`config.mk`:
```
export PLATFORM = sky130hd
export DESIGN_NAME = cc_miss_req_ctrl
export DESIGN_NICKNAME = d
export VERILOG_FILES = /design/src/rtl/cc_miss_req_ctrl.sv
export SDC_FILE = /design/constraint.sdc
export NUM_CORES = 1
export LEC_CHECK = 0
export CORE_UTILIZATION = 34
export CTS_CLUSTER_SIZE = 16
export DETAILED_ROUTE_END_ITERATION = 12
export HOLD_SLACK_MARGIN = 0.06
export PLACE_DENSITY = 0.81
export SETUP_SLACK_MARGIN = 0.1
export SYNTH_ARGS = -nofsm -noshare
export SYNTH_HDL_FRONTEND = slang
export SYNTH_SLANG_ARGS = --single-unit
```
`constraint.sdc`:
```
create_clock -name clk -period 1.8 [get_ports clk]
set_input_delay 0.45 -clock clk [delete_from_list [all_inputs] [get_ports clk]]
set_output_delay 0.45 -clock clk [all_outputs]
set_load 0.03 [all_outputs]
```
`src/rtl/cc_miss_req_ctrl.sv`:
```
// Miss request controller: one AXI AR burst per cache-line miss, mirrored into the miss-address FIFO.
// Optional macro CC_CRITICAL_WORD_FIRST_EN selects a WRAP burst that starts at the missing beat.
module cc_miss_req_ctrl #(
  parameter int MAX_OUTSTANDING = 4,
  parameter int BURST_BEATS     = 8
) (
  input  logic        clk,
  input  logic        rst,
  input  logic        miss_req_valid_i,
  input  logic [31:0] miss_req_addr_i,
  output logic        miss_req_ready_o,
  output logic        mem_arvalid_o,
  input  logic        mem_arready_i,
  output logic [31:0] mem_araddr_o,
  output logic [3:0]  mem_arlen_o,
  output logic [2:0]  mem_arsize_o,
  output logic [1:0]  mem_arburst_o,
  input  logic        miss_addr_fifo_full_i,
  output logic        miss_addr_fifo_wren_o,
  output logic [31:0] miss_addr_fifo_wdata_o,
  input  logic        fill_done_i,
  output logic [2:0]  outstanding_o,
  output logic        err_o
);

  // Only the address bits that reach the bus are kept.
`ifdef CC_CRITICAL_WORD_FIRST_EN
  localparam int ADDR_LO = 3;
  localparam logic [1:0] BURST_TYPE = 2'b10;
`else
  localparam int ADDR_LO = 6;
  localparam logic [1:0] BURST_TYPE = 2'b01;
`endif

  typedef enum logic {
    IDLE = 1'b0,
    REQ  = 1'b1
  } state_t;

  state_t            state_q;
  state_t            state_d;
  logic [31:ADDR_LO] addr_q;
  logic [2:0]        outstanding_q;
  logic              err_q;
  logic              accept;
  logic              ar_hs;
  logic [31:0]       line_addr;

  always_ff @(posedge clk or posedge rst) begin
    if (rst) begin
      state_q <= IDLE;
    end else begin
      state_q <= state_d;
    end
  end

  always_comb begin
    state_d = state_q;
    case (state_q)
      IDLE:    if (accept) state_d = REQ;
      REQ:     if (mem_arready_i) state_d = IDLE;
      default: state_d = IDLE;
    endcase
  end

  always_comb begin
    miss_req_ready_o = (state_q == IDLE) &&
                       (outstanding_q < 3'(MAX_OUTSTANDING)) &&
                       !miss_addr_fifo_full_i;
    mem_arvalid_o    = (state_q == REQ);
  end

  assign accept    = miss_req_valid_i & miss_req_ready_o;
  assign ar_hs     = mem_arvalid_o & mem_arready_i;
  assign line_addr = {addr_q, {ADDR_LO{1'b0}}};

  assign mem_araddr_o           = line_addr;
  assign mem_arlen_o            = 4'(BURST_BEATS - 1);
  assign mem_arsize_o           = 3'b011;
  assign mem_arburst_o          = BURST_TYPE;
  assign miss_addr_fifo_wren_o  = ar_hs;
  assign miss_addr_fifo_wdata_o = line_addr;
  assign outstanding_o          = outstanding_q;
  assign err_o                  = err_q;

  always_ff @(posedge clk or posedge rst) begin
    if (rst) begin
      addr_q <= '0;
    end else if (accept) begin
      addr_q <= miss_req_addr_i[31:ADDR_LO];
    end
  end

  // A fill with nothing in flight is a protocol violation; the count holds at zero.
  always_ff @(posedge clk or posedge rst) begin
    if (rst) begin
      outstanding_q <= '0;
      err_q         <= 1'b0;
    end else begin
      case ({ar_hs, fill_done_i})
        2'b10:   outstanding_q <= outstanding_q + 3'd1;
        2'b01:   if (outstanding_q != 3'd0) outstanding_q <= outstanding_q - 3'd1;
        default: outstanding_q <= outstanding_q;
      endcase
      if (fill_done_i && (outstanding_q == 3'd0)) begin
        err_q <= 1'b1;
      end
    end
  end

endmodule

```
==> results_dict.tcl <==
set metrics [dict create \
    drive_above_1_share_pct 28.44 \
    placed_area_um2 2516 \
    power_leakage_nw 1.285 \
    setup_violations 0 \
    routedWlPerCell_um 12.30 \
    hold_buffers 0 \
    drtAntennaViolNets 0 \
    viasPerCell 4.133 \
    h-tree-depth 2 \
    clock_latency_ns 0.27 \
    nets 256 \
    finalMaxSlewViolations 0 \
    finalInstanceArea_um2 2629 \
    final_cell_mix "59 x dlygate4sd2_1, 29 x dfrtp_1, 29 x clkdlybuf4s50_1" \
    max_freq_mhz 607.2 \
    numCtsBuffers 5 \
    placementRows 25 \
    p_total_mw 5.181 \
    drtIter0Drc 26 \
    status "finished clean" \
    path_cells "clkdlybuf4s50_1 > nand2_2 > xnor2_2 > ha_2 > and4b_1 > a211oi_2 > o21bai_4" \
    r2r_setup_slack_ns 0.23 \
    grt_start_max_net_pins 28 \
    avgSynthCellArea_um2 12.77 \
    multi_input_comb_area_um2 658.1 \
    cpPeakStageDelay_ns 0.49 \
    synthesis.area_um2 1749 \
    cap_viol_max_count 0 \
    placedCellCount 274 \
    tns_ns 0 \
    synth-seq-cells 31 \
    coreArea_um2 4848 \
    fin_cells 285 \
    drc 0 \
    p_per_area_nw_per_um2 1971 \
    hold_viol 0 \
    drtPass1Iterations 2 \
    clk_path_buf_depth 2 \
    root_buffer "clkbuf_8" \
    yosysUniqueCellTypes 26 \
    portBuffers 90 \
    antenna_found_initial 0 \
    syn_inst 137 \
    r2r_start "mem_arvalid_o$_DFF_PP0_" \
    vias 1178 \
    start_util_pct 36.08 \
    ir_drop_mv 0.8571 \
    path_class "input port to register" \
    gp_congestion 0.7304 \
    io-pin-count 118 \
    fin_crit_ns 1.647 \
    dp_slack_ns -0.1656 \
    fin_crit_sh_pct 91.50 \
    hold_class "input port to asynchronous set/reset pin" \
    ys_warn_count 0 \
    cts_tree "done" \
    rsz0062_at_grt "yes" \
    critical_path_peak_fanout 2 \
    antenna_cells 0 \
    endpoint_kind "register" \
    dp_hpwl_um 2633 \
    clock-skew-final_ns 0.003488 \
    cp-start-kind "input port" \
    fillers 456 \
    dieArea_um2 5435 \
    grt.overflow.total 0 \
    worst_r2r_path_depth 5 \
    crit_required_ns 1.96 \
    r2r_end "addr_q[29]$_DFFE_PP0P_" \
    die_w_um 73.73 \
    worst_path_max_delay_cell "clkdlybuf4s50_1" \
    regArea_um2 778.2 \
    clkTransAtPathRegs_ns 0.07 \
    grt_pass1_vias 1128 \
    areaGrowthSynthToFinish_pct 50.29 \
    fin_ws_ns 0.1531 \
    seq_area_frac_synth_pct 44.35 \
    final_common_cell "dlygate4sd2_1" \
    cp.arrival_ns 1.81 \
    die_y_um 73.73 \
    grt_pass1_wl_um 5326 \
    grt_use_total_pct 13.18 \
    cts.sinks 31 \
    wl_um 3505 \
]
registers in the layout, summed over array words and instances, names as in the netlist:
name / cells
outstanding_o: 3
err_o: 1
addr_q: 26
mem_arvalid_o: 1
cells in the mapped netlist:
| library cell | n | area (um2) |
|---|---|---|
| buf_4 | 47 | 352.8 |
| dfrtp_1 | 31 | 775.7 |
| mux2_4 | 19 | 285.3 |
| mux2_2 | 7 | 78.83 |
| inv_1 | 5 | 18.77 |
| buf_12 | 3 | 60.06 |
| a21o_1 | 2 | 15.01 |
| a21oi_1 | 2 | 10.01 |
| conb_1 | 2 | 7.510 |
| nand2_1 | 2 | 7.510 |
| xnor2_1 | 2 | 17.52 |
| a211oi_1 | 1 | 7.510 |
| a22oi_1 | 1 | 7.510 |
| a2bb2oi_1 | 1 | 8.760 |
| a31oi_1 | 1 | 6.260 |
| and2_4 | 1 | 8.760 |
| and4b_1 | 1 | 10.01 |
| ha_1 | 1 | 12.51 |
| mux2i_1 | 1 | 10.01 |
| nor2_1 | 1 | 3.750 |
| nor2b_1 | 1 | 6.260 |
| nor3_2 | 1 | 10.01 |
| o211ai_1 | 1 | 7.510 |
| o21ai_0 | 1 | 5.000 |
| o21bai_1 | 1 | 7.510 |
| o221ai_1 | 1 | 8.760 |
final cells by class:
class / count / area share, %
Timing Repair Buffer: 104 / 36.98
Sequential cell: 31 / 29.60
Multi-Input combinational cell: 70 / 25.04
Tap cell: 67 / 3.189
Clock buffer: 6 / 3.141
Clock inverter: 2 / 1.333
Inverter: 5 / 0.7139
layer usage:
layer	up-vias	global-route usage, %	routed length [um]
li1	549	-	-
met1	551	15.17	1401
met2	76	22.22	1704
met3	2	6.036	383
met4	0	3.205	16
met5	-	0	0
power breakdown:
group / switching (mW) / leakage (nW) / internal, mW
clock: 0.248 / 0.0612 / 0.447
combinational: 1.93 / 0.860 / 1.26
sequential: 0.257 / 0.363 / 1.04
total: 2.44 / 1.28 / 2.74
critical path, delay by kind of cell:
family / cells / cell delay (ns)
buffers and inverters: 1 / 0.49
and+or+nand+nor: 2 / 0.32
AOI/OAI and AO/OA: 2 / 0.23
adders and majority gates: 1 / 0.20
xor gates and xnor gates: 1 / 0.12
how the worst max path moves through the flow:
stage / startpoint / endpoint / slack, ns / cells after the start
2_1_floorplan: mem_arvalid_o$_DFF_PP0_ / addr_q[16]$_DFFE_PP0P_ / 0.05 / 5
6_report: fill_done_i / outstanding_o[2]$_DFFE_PP0P_ / 0.15 / 7
4_1_cts: outstanding_o[2]$_DFFE_PP0P_ / miss_req_ready_o / 0.11 / 3
3_3_place_gp: miss_addr_fifo_full_i / addr_q[26]$_DFFE_PP0P_ / -0.12 / 5
5_1_grt: fill_done_i / outstanding_o[2]$_DFFE_PP0P_ / 0.10 / 7
3_5_place_dp: mem_arready_i / outstanding_o[2]$_DFFE_PP0P_ / -0.17 / 8
timing repair:
action,in CTS,in global routing
resized for setup,61,8
cloned,0,0
setup buffers,1,2
pin swaps,1,4
setup endpoints to repair,59,2
through the flow:
stage	util, %	hold slack (ns)
2_1_floorplan	-	0.5534
3_3_place_gp	51.90	0.4771
3_5_place_dp	51.90	0.4744
4_1_cts	53.03	0.4016
5_1_grt	54.22	0.4059
6_report	54.22	0.4024
cell families (layout without fill, tap and decap cells):
logic type	count (synthesis)	after routing	share of synthesized area [%]
multiplexers	27	27	21.39
flip-flops	31	31	44.35
buffers and inverters	55	117	24.68
adder cells (fa/ha/maj)	1	1	0.7152
AND/OR/NAND/NOR	7	7	2.647
other	2	21	0.4293
AO/OA/AOI/OAI	12	12	4.793
XOR/XNOR	2	2	1.002
No activity file was read; power rests on OpenSTA's default activity.
